--- src/rtl/var_mod_counter_gen_pkg.sv ---
// Shared definitions for the variable-modulus counter family:
// modulus-select encodings, direction constants and preset helpers.
package var_mod_counter_gen_pkg;

  typedef enum logic [1:0] {
    MODSEL_A = 2'b00,
    MODSEL_B = 2'b01,
    MODSEL_C = 2'b10,
    MODSEL_D = 2'b11
  } modsel_e;

  localparam logic DIR_UP = 1'b1;
  localparam logic DIR_DN = 1'b0;

  localparam int WIDTH_MIN = 2;
  localparam int WIDTH_MAX = 16;

  // A modulus of exactly 2**width yields an all-ones MAX after truncation.
  function automatic bit mod_ok(input int width, input int modv);
    return (modv >= 2) && (modv <= (1 << width));
  endfunction

endpackage

--- src/rtl/var_mod_sel.sv ---
// Modulus preset mux: maps SW onto the terminal value MAX = MODsel-1.
// Shared with the display decoder, so it carries its own parameter checks.
module var_mod_sel
  import var_mod_counter_gen_pkg::*;
#(
  parameter int WIDTH = 8,
  parameter int MOD0  = 6,
  parameter int MOD1  = 8,
  parameter int MOD2  = 10,
  parameter int MOD3  = 15
) (
  input  logic [1:0]       sw,
  output logic [WIDTH-1:0] max
);

  if (WIDTH < WIDTH_MIN || WIDTH > WIDTH_MAX) begin : g_bad_width
    $error("var_mod_sel: WIDTH %0d outside 2..16", WIDTH);
  end
  if (!mod_ok(WIDTH, MOD0)) begin : g_bad_mod0
    $error("var_mod_sel: MOD0 %0d illegal for WIDTH %0d", MOD0, WIDTH);
  end
  if (!mod_ok(WIDTH, MOD1)) begin : g_bad_mod1
    $error("var_mod_sel: MOD1 %0d illegal for WIDTH %0d", MOD1, WIDTH);
  end
  if (!mod_ok(WIDTH, MOD2)) begin : g_bad_mod2
    $error("var_mod_sel: MOD2 %0d illegal for WIDTH %0d", MOD2, WIDTH);
  end
  if (!mod_ok(WIDTH, MOD3)) begin : g_bad_mod3
    $error("var_mod_sel: MOD3 %0d illegal for WIDTH %0d", MOD3, WIDTH);
  end

  localparam logic [WIDTH-1:0] MAX0 = WIDTH'(MOD0 - 1);
  localparam logic [WIDTH-1:0] MAX1 = WIDTH'(MOD1 - 1);
  localparam logic [WIDTH-1:0] MAX2 = WIDTH'(MOD2 - 1);
  localparam logic [WIDTH-1:0] MAX3 = WIDTH'(MOD3 - 1);

  always_comb begin
    max = MAX0;
    case (modsel_e'(sw))
      MODSEL_A: max = MAX0;
      MODSEL_B: max = MAX1;
      MODSEL_C: max = MAX2;
      MODSEL_D: max = MAX3;
      default:  max = MAX0;
    endcase
  end

endmodule

--- src/rtl/var_mod_counter_gen.sv ---
// WIDTH-bit up/down counter with run-time modulus select, clamped parallel load,
// combinational terminal count for synchronous cascades and a registered carry/borrow pulse.
module var_mod_counter_gen
  import var_mod_counter_gen_pkg::*;
#(
  parameter int WIDTH = 8,
  parameter int MOD0  = 6,
  parameter int MOD1  = 8,
  parameter int MOD2  = 10,
  parameter int MOD3  = 15
) (
  input  logic             CP,
  input  logic             CLR,
  input  logic             En,
  input  logic             UP,
  input  logic             LD,
  input  logic [WIDTH-1:0] D,
  input  logic [1:0]       SW,
  output logic [WIDTH-1:0] Q,
  output logic             TC,
  output logic             CO
);

  logic [WIDTH-1:0] max;
  logic             at_top;
  logic             at_zero;

  var_mod_sel #(
    .WIDTH (WIDTH),
    .MOD0  (MOD0),
    .MOD1  (MOD1),
    .MOD2  (MOD2),
    .MOD3  (MOD3)
  ) u_sel (
    .sw  (SW),
    .max (max)
  );

  // SW is not latched, so Q can sit above MAX after a preset change.
  assign at_top  = (Q >= max);
  assign at_zero = (Q == '0);

  assign TC = En & (((UP == DIR_UP) & at_top) | ((UP == DIR_DN) & at_zero));

  always_ff @(posedge CP or posedge CLR) begin
    if (CLR) begin
      Q  <= '0;
      CO <= 1'b0;
    end else if (LD) begin
      Q  <= (D > max) ? max : D;
      CO <= 1'b0;
    end else if (En) begin
      if (UP == DIR_UP) begin
        if (at_top) begin
          Q  <= '0;
          CO <= 1'b1;
        end else begin
          Q  <= Q + 1'b1;
          CO <= 1'b0;
        end
      end else begin
        if (at_zero) begin
          Q  <= max;
          CO <= 1'b1;
        end else if (Q > max) begin
          Q  <= max;
          CO <= 1'b0;
        end else begin
          Q  <= Q - 1'b1;
          CO <= 1'b0;
        end
      end
    end else begin
      CO <= 1'b0;
    end
  end

endmodule

--- config.mk ---
export PLATFORM = sky130hd
export DESIGN_NAME = var_mod_counter_gen
export DESIGN_NICKNAME = d
export VERILOG_FILES = /design/src/rtl/var_mod_counter_gen_pkg.sv /design/src/rtl/var_mod_sel.sv /design/src/rtl/var_mod_counter_gen.sv
export SDC_FILE = /design/constraint.sdc
export NUM_CORES = 1
export LEC_CHECK = 0
export ABC_AREA = 1
export CAP_MARGIN = 15
export CORE_MARGIN = 2
export CORE_UTILIZATION = 60
export CTS_BUF_LIST = sky130_fd_sc_hd__clkbuf_8
export DETAILED_ROUTE_END_ITERATION = 10
export DONT_BUFFER_PORTS = 1
export MAX_ROUTING_LAYER = met4
export PLACE_DENSITY = 0.86
export SYNTH_ARGS = -nofsm -noshare
export SYNTH_HDL_FRONTEND = slang
export SYNTH_HIERARCHICAL = 1
export SYNTH_SLANG_ARGS = --single-unit
--- constraint.sdc ---
create_clock -name CP -period 4.4 [get_ports CP]
set_input_delay 0.66 -clock CP [delete_from_list [all_inputs] [get_ports CP]]
set_output_delay 0.66 -clock CP [all_outputs]
set_load 0.005 [all_outputs]
==> impl_results.md, run 1 <==
* Clk_lat worst skew at 240 ps
* Die X at 55.6 um
* Req. time, crit path at 3740 ps
* Fillers at 246
* Die height at 55.6 um
* Ordered list of cells on the worst path: ha_1, nand2_1, inv_1, nand2_1, nand2_1, nand2_1, nand2_2, o211ai_1, inv_1
* Post-DP HPWL at 2.87 mm
* Pre-CTS setup slack at 1970 ps
* Worst Path Arrival at 1840 ps
* Clock transition at path regs at 50 ps
* Nets at 281
* DRC Markers at 0
* Unrepaired setup endpoints after global routing: no
* Register area at 225 sq um
* Met1 WL at 1.63 mm
* Multi-input gate area at 1190 sq um
* Setup_tns at 0 ps
* Crit-path max FO at 10
* FP Rows at 18
* Max Slew Vio Count at 0
* CTS tree: yes
* Mapped Avg Cell Area at 6.42 sq um
* Min-Delay Path Class: in2async
* P&R area growth vs syn at 0.940%
* Final worst-path setup slack at 1900 ps
* Seq/Total Area, Yosys at approximately 14%
* Routed WL per cell at 12.5 um
* Synth area leader: ha_1
* Top cells by area, synth: ha_1 (15%), nand2_1 (15%), dfrtp_1 (14%), nand3_1 (9.1%), nor2_1 (7.5%)
* FF-to-FF Start: Q[2]
* Hold_ws at 269 ps
* Reg2reg setup slack at 2370 ps
* Top sig layer: met4
* Total core area at 2500 sq um
* Critical Path Sink Type: output pin
* Final wirelength at between 3 and 4 mm
* Slowest CP cell: dfrtp_1
* Post-CTS Resized at 0
* Initial Util at a little under two thirds
* Syn Inst Count at 249
* Post-synthesis cell type count at 31
* N_diodes at 0
* Crit-path leading delay family: flip-flops
* Vias per cell at roughly 5.3
* Die area at a little over 3000 sq um
* Fmax at 400 MHz
* Final Critical Period at 2500 ps
* Hold Fails Final Rpt at 0
* Pin count of the biggest net entering global routing at 17
* Worst-case clock buffer depth at 2
* CP dominant cell by count: nand2_1
* Post-DP Area at between 1500 and 2000 sq um
* Pleak at ~0.84 nW
* I/O Pins at 25
* Routed Antenna Nets at 0
* Detailed-router iteration count before antenna repair at 4
* Metal3 WL at 195 um
* First-pass GRT wire length at 6.02 mm
* Root Driver: clkbuf_8
* Overall power at roughly 0.5 mW
* Post-Syn Area at 1600 sq um
* Max-cap violations at 0
* Status: complete, no violations
* Met2 WL at 1.60 mm
* Worst path bufs/invs at 2
* Final Setup Violations at 0
* Crit-path max cell delay at between 500 and 600 ps
* Yosys warning count at 6
* Max VDD drop at between 0.2 and 0.3 mV
* Cells on worst reg2reg path at 12
* Initial antenna violation count at 0
* H-tree depth at 1
* Critical path class: reg2out
* PwrDens at ~310 nW/um^2
* Period utilization at 56.8%
* Number of global-route vias before repair at around 1.3k
* Slew HR at 60.5%
* Post-CTS setup repair buffer count at 0
* Hold Buf Count CTS at 0
* Worst slew pin tran at roughly 600 ps
* Drt first-iter violations at 56
* Yosys reg bits at 9
* Finished Cell Area at 1610 sq um
* Skew final at 6.88 ps
* Port buffer count at 0
* Startpoint Class: flop
* RR Endpoint: Q[3]
* GP Congestion at 0.907
* Layout cell share with drive strength beyond 1 at 13.8%
* Yosys top cell area share at 14.9%
* GRT Residual Overflow at 0
* Clk sink count at 9
* Via count of the routed design at 1464
* CTS buffer count at 3
* Gr usage total at around 24%
-- routing by layer --
layer / track usage (%) / vias to the layer above
li1: - / 786
met1: 31.6 / 643
met2: 38.8 / 31
met3: 6.28 / 4
met4: 3.14 / 0
met5: - / -
-- report_power, final --
group          internal [mW]  switching (mW)
registers             0.0981          0.0383
clock network         0.0611          0.0369
logic                  0.102           0.170
-- sequential cells by signal, summed over array words and instances, names as in the netlist --
name and cells:
CO 1, Q 8
-- cell type report --
| type | instances | share of cell area, % |
|---|---|---|
| clock inverter | 1 | 0.233 |
| clock buffer | 3 | 2.56 |
| sequential | 9 | 14.0 |
| inverter | 31 | 7.21 |
| tap | 30 | 2.33 |
| multi-input combinational | 202 | 73.7 |
-- stage by stage --
step	instances	utilization, %
2_1_floorplan	252	-
3_3_place_gp	272	62.7
3_5_place_dp	272	62.7
4_1_cts	276	64.5
5_1_grt	276	64.5
6_report	276	64.5
-- worst max path at each step --
stage | start | end | cells after the start
finish | Q[2] | TC | 9
global route | Q[2] | TC | 9
CTS | Q[2] | TC | 9
detailed placement | SW[0] | TC | 12
global placement | SW[0] | TC | 12
floorplan | SW[0] | TC | 11
-- cells by family (layout without fill, tap and decap cells) --
logic type / Yosys count / count (layout) / share of synthesized area (%)
simple gates: 145 / 145 / 44.4
compound gates: 28 / 28 / 10.9
fa+ha+maj: 19 / 19 / 14.9
buf+inv: 41 / 35 / 12.2
other cells: 1 / 4 / 0.235
flops: 9 / 9 / 14.1
xor+xnor: 6 / 6 / 3.29
-- cells in the mapped netlist, drive strengths merged --
master	n
nor3	2
ha	19
nand3b	1
o211ai	1
o21a	1
dfrtp	9
nor2	37
clkbuf	2
nand4	3
nand2	70
xnor2	1
o21ai	3
clkinv	1
xor2	5
inv	30
a21oi	22
buf	8
conb	1
nand3	32
a21o	1
-- cells in the final DEF, fill, tap and decap left out, drive strengths merged --
cell type   n
a21oi      22
xor2        5
dfrtp       9
nand3      32
nor2       37
nand2      70
ha         19
nand3b      1
o21a        1
o21ai       3
conb        4
a21o        1
clkbuf      3
inv        31
nor3        2
nand4       3
clkinv      1
o211ai      1
xnor2       1
Power figures use the tool's default switching activity.
==> run 2, diff against run 1 <==
--- a/config.mk
+++ b/config.mk
@@ -13,7 +13,7 @@
 export DETAILED_ROUTE_END_ITERATION = 10
 export DONT_BUFFER_PORTS = 1
 export MAX_ROUTING_LAYER = met4
-export PLACE_DENSITY = 0.86
+export PLACE_DENSITY = 0.89
 export SYNTH_ARGS = -nofsm -noshare
 export SYNTH_HDL_FRONTEND = slang
 export SYNTH_HIERARCHICAL = 1
==> constraint.sdc (replaced) <==
create_clock -name CP -period 2.21 [get_ports CP]
set_input_delay 0.3315 -clock CP [delete_from_list [all_inputs] [get_ports CP]]
set_output_delay 0.3315 -clock CP [all_outputs]
set_load 0.005 [all_outputs]
==> run 2 against run 1 <==
Sequential share of layout area decreased by 0.33 points. Clock power increased by 100%. Hold slack got worse by 120 ps. Setup slack got worse by 1800 ps. Critical endpoint unchanged. Highest routed layer unchanged.
==> impl_results.md, run 2 (synthesis gave the netlist of run 1 again) <==
* Status: complete, no violations
* Placed Cells at 278
* Worst Path Arrival at 1750 ps
* Max VDD drop at 0.551 mV
* Power share of the sequential group at 22.3%
* Largest register FFs at 8
* Final Setup Violations at 0
* H-tree depth at 1
* PwrDens at 634 nW/um^2
* Final Critical Period at 2090 ps
* Register area at 228 sq um
* Fillers at around 220
* Clk_lat worst skew at 240 ps
* Routed WL per cell at 13.0 um
* Clock transition at path regs at 50 ps
* Pleak at roughly 0.87 nW
* Reg2reg setup slack at 220 ps
* Die height at 55.6 um
* Pin count of the biggest net entering global routing at 17
* Most common cell after layout, fill and taps aside: nand2_1
* Period utilization at between 90 and 100%
* Via count of the routed design at 1569
* Vias per cell at 5.54
* CP Depth at 6
* CP dominant cell by count: inv_1
* Crit-path max cell delay at approximately 460 ps
* Switching Power at 0.511 mW
* Startpoint Class: flop
* CTS buffer count at 3
* GP Congestion at 0.909
* Top reg by flops: Q
* Die area at 3090 sq um
* Fmax at between 400 and 500 MHz
* Ordered list of cells on the worst path: inv_1, ha_1, nand4_2, nand2_1, o211ai_1, inv_1
* Initial antenna violation count at 0
* Fin cells at 283
* Gr usage total at 25.6%
* Setup_tns at 0 ps
* Hold Fails Final Rpt at 0
* Worst setup path endpoint: TC
* FP Rows at 18
* Max Slew Vio Count at 0
* Slowest CP cell: dfrtp_1
* Drt first-iter violations at 65
* FF-to-FF Start: Q[0]
* I/O Pins at 25
* Die X at 55.6 um
* Total core area at 2500 sq um
* GRT Residual Overflow at 0
* N_diodes at 0
* Multi-input gate area at roughly 1200 sq um
* Critical Path Sink Type: output pin
* CTS tree: yes
* Layout cell share with drive strength beyond 1 at ~17%
* Cells on worst reg2reg path at 9
* Switching portion of total power at between 40 and 50%
* Regs by FF count: Q x8, CO x1
* Root Driver: clkbuf_8
* Worst-case clock buffer depth at 2
* Port buffer count at 0
* Nets at ~290
* First-pass GRT wire length at 6.26 mm
* Routed Antenna Nets at 0
* Clock Power Share at a little under a fifth
* Number of global-route vias before repair at about 1.4k
* DRC Markers at 0
* Req. time, crit path at 1880 ps
* Final wirelength at 3.68 mm
* Worst path bufs/invs at 2
* P&R area growth vs syn at 4.54%
* Post-DP HPWL at about 3 mm
* Crit-path max FO at 6
* Comb power frac at 58.8%
* Critical path class: reg2out
* Crit-path leading delay family: flip-flops
* Clk sink count at 9
* Power Internal at 0.548 mW
* Unrepaired setup endpoints after global routing: no
* Detailed-router iteration count before antenna repair at 4
* Commonest non-fill, non-tap cells in the layout: nand2_1 (63), nor2_1 (32), nand3_1 (29), inv_1 (26), ha_1 (19)
* Min-Delay Path Class: in2reg
* RR Endpoint: Q[3]
* Max-cap violations at 0
* Skew final at roughly 5.6 ps
* Initial Util at 63.9%
* Critical path launch point: Q[0]
-- run 2: cell types whose count changed in the layout (fill, tap and decap cells not counted), sizes merged --
cell	delta
dlygate4sd3	+1
buf	+6
-- run 2: repair_timing --
item	CTS	global route
endpoints found under the hold margin	9	0
buffers inserted	0	0
gates resized for setup	0	2
hold buffers	1	0
endpoints found under the setup margin	0	1
-- run 2: area by class of cell --
cell class,count,share of cell area (%)
flip-flops and latches,9,13.6
repair buffers,7,3.30
multi-input cells,202,71.2
clock buffers,3,2.47
clock inverters,1,0.225
inverters,31,6.97
well taps,30,2.25
-- run 2: stage by stage --
step	utilization, %	power (mW)	hold WS, ps	setup WS, ps	area (sq um)
after global routing	66.8	1.15	145	5.16	1670
after detailed placement	64.5	0.845	216	253	1610
after global placement	64.5	0.834	213	274	1610
after floorplan	-	0.731	159	480	1610
after CTS	66.7	1.05	158	109	1670
final	66.8	1.06	152	125	1670
-- run 2: worst min path at each step --
stage | slack [ps] | depth (start not counted) | from | to
finish | 150 | 1 | LD | CO
global route | 140 | 1 | LD | CO
CTS | 160 | 1 | LD | CO
detailed placement | 220 | 1 | CLR | Q[1]
global placement | 210 | 1 | CLR | Q[0]
floorplan | 160 | 1 | CLR | CO
-- run 2: per-layer routing --
metal	GRT usage [%]	vias up	wire (um)
li1	-	799	-
met1	33.2	722	1630
met2	41.2	44	1800
met3	6.51	4	230
met4	3.83	0	24
met5	-	-	0
-- run 2: power groups by stage --
stage	clock, mW	combinational (mW)	sequential [mW]
after global placement	0	0.598	0.236
after detailed placement	0	0.608	0.237
final	0.200	0.623	0.237
after global routing	0.208	0.702	0.241
after floorplan	0	0.483	0.247
after CTS	0.198	0.614	0.235
==> run 3, diff against run 2 <==
--- a/config.mk
+++ b/config.mk
@@ -7,6 +7,7 @@
 export LEC_CHECK = 0
 export ABC_AREA = 1
 export CAP_MARGIN = 15
+export CORE_ASPECT_RATIO = 1.1
 export CORE_MARGIN = 2
 export CORE_UTILIZATION = 60
 export CTS_BUF_LIST = sky130_fd_sc_hd__clkbuf_8
==> run 3 against run 2 <==
Register-to-register slack improved by 160 ps. Setup slack better by 3.1 ps. Cell area up 0.45%. Sequential cell count unchanged. Combinational power increased by 3%. Total power rose by 1.4%. Utilization decreased by 0.23 points. Largest power group unchanged. Maximum frequency rose by 0.15%. Count of clock-buffer cells in the layout did not move. Hold slack lost 3.3 ps. Die area hardly changed.
==> impl_results.md, run 3 (synthesis gave the netlist of run 1 again) <==
* Hold Path Stages at 1
* CTS tree: yes
* Min-Delay Path Class: in2reg
* Die area at 3090 sq um
* Hold Fails Final Rpt at 0
* CP dominant cell by count: nand2_1
* Port buffer count at 0
* Layout cell share with drive strength beyond 1 at roughly 17%
* Total core area at 2520 sq um
* Post-CTS setup repair buffer count at 0
* Critical path class: reg2out
* Worst-case clock buffer depth at 2
* Fin cells at approximately 290
* I/O Pins at 25
* GP Congestion at 0.948
* Clock transition at path regs at 50 ps
* Pleak at 0.875 nW
* Slowest CP cell: dfrtp_1
* Initial antenna violation count at 0
* Pin count of the biggest net entering global routing at 17
* Fmax at roughly 480 MHz
* Critical Path Sink Type: output pin
* Commonest non-fill, non-tap cells in the layout: nand2_1 (63), nor2_1 (32), nand3_1 (29), inv_1 (25), ha_1 (19)
* Startpoint Class: flop
* Status: complete, no violations
* Req. time, crit path at about 1900 ps
* Ordered list of cells on the worst path: ha_1, nand2_1, nor2_2, nand4_2, nand2_1, o211ai_1, inv_1
* Period utilization at 94.2%
* Max-cap violations at 0
* Top reg by flops: Q
* Pre-CTS setup slack at 333 ps
* Crit-path max FO at 5
* Post-DP HPWL at roughly 3.1 mm
* P&R area growth vs syn at 5.01%
* Detailed-router iteration count before antenna repair at 4
* N_diodes at 0
* Clk sink count at 9
* Root Driver: clkbuf_8
* Max Slew Vio Count at 0
* Worst Path Arrival at 1750 ps
* H-tree depth at 1
* Max VDD drop at 0.409 mV
* Clk_lat worst skew at 250 ps
* Final Setup Violations at 0
* Gr usage total at 28.8%
* Post-DP Area at 1620 sq um
* DRC Markers at 0
* Final Critical Period at between 2000 and 2500 ps
* Crit-path max cell delay at 440 ps
* Routed Antenna Nets at 0
* Die X at approximately 53 um
* Unrepaired setup endpoints after global routing: no
* Final worst-path setup slack at 128 ps
* Most common cell after layout, fill and taps aside: nand2_1
* Cells on worst reg2reg path at 11
* Routed WL per cell at approximately 14 um
* Skew final at 1.67 ps
* Drt first-iter violations at 66
* Vias per cell at about 5.5
* Nets at 289
* Regs by FF count: Q x8, CO x1
* Die height at 58.1 um
* Placed Cells at 280
* Finished Cell Area at approximately 1700 sq um
* FP Rows at 19
* PwrDens at 640 nW/um^2
* Initial Util at between 60% and 70%
* Largest register FFs at 8
* Final wirelength at approximately 4.0 mm
* CTS buffer count at 3
* Number of global-route vias before repair at 1516
* Fin util at 66.6%
* First-pass GRT wire length at approximately 6.4 mm
* Setup_tns at 0 ps
* Via count of the routed design at roughly 1.6k
* GRT Residual Overflow at 0
## run 3: area by class of cell
type	instances	area [sq um]
clock buffer	3	41.3
fill	229	842
timing repair buffer	8	62.6
sequential	9	226
multi-input combinational	202	1190
clock inverter	1	3.75
tap	31	38.8
inverter	31	116
## run 3: through the flow
stage | hold WS (ps) | power (mW)
finish | 149 | 1.07
global route | 154 | 1.17
CTS | 151 | 1.06
detailed placement | 227 | 0.853
global placement | 216 | 0.839
floorplan | 159 | 0.731
## run 3: repair_timing
item,CTS,global route
endpoints found under the hold margin,9,0
gates resized for setup,0,2
hold buffers,1,0
setup endpoints to repair,0,1
## run 3: worst max-delay path: cells and delay by family, from the launching register on
family                     cells  cell delay (ps)
DFF                            1              440
buffers and inverters          1              100
adders and majority gates      1              310
AOI/OAI and AO/OA              1              130
and+or+nand+nor                4              510
## run 3: report_power, final
group / internal, mW / switching (mW) / leakage (nW)
clock: 0.122 / 0.0794 / 0.0269
sequential: 0.197 / 0.0339 / 0.106
combinational: 0.235 / 0.407 / 0.742
## run 3: final timing paths
path / startpoint / slack (ps) / end
worst max-delay path: Q[6] / 130 / TC
worst min-delay path: LD / 150 / CO
worst max register to register: Q[6] / 380 / Q[5]
worst min register to register: Q[0] / 670 / Q[0]
max in group asynchronous: CLR / 1400 / Q[0]
min in group asynchronous: CLR / 510 / Q[5]
## run 3: layer usage
| layer | vias to the layer above | part of all wire (%) | track usage [%] |
|---|---|---|---|
| met3 | 14 | 9.2 | 3.61 |
| met5 | - | 0 | - |
| li1 | 806 | - | - |
| met1 | 682 | 41 | 35.4 |
| met2 | 73 | 47 | 46.6 |
| met4 | 0 | 3.2 | 12.8 |
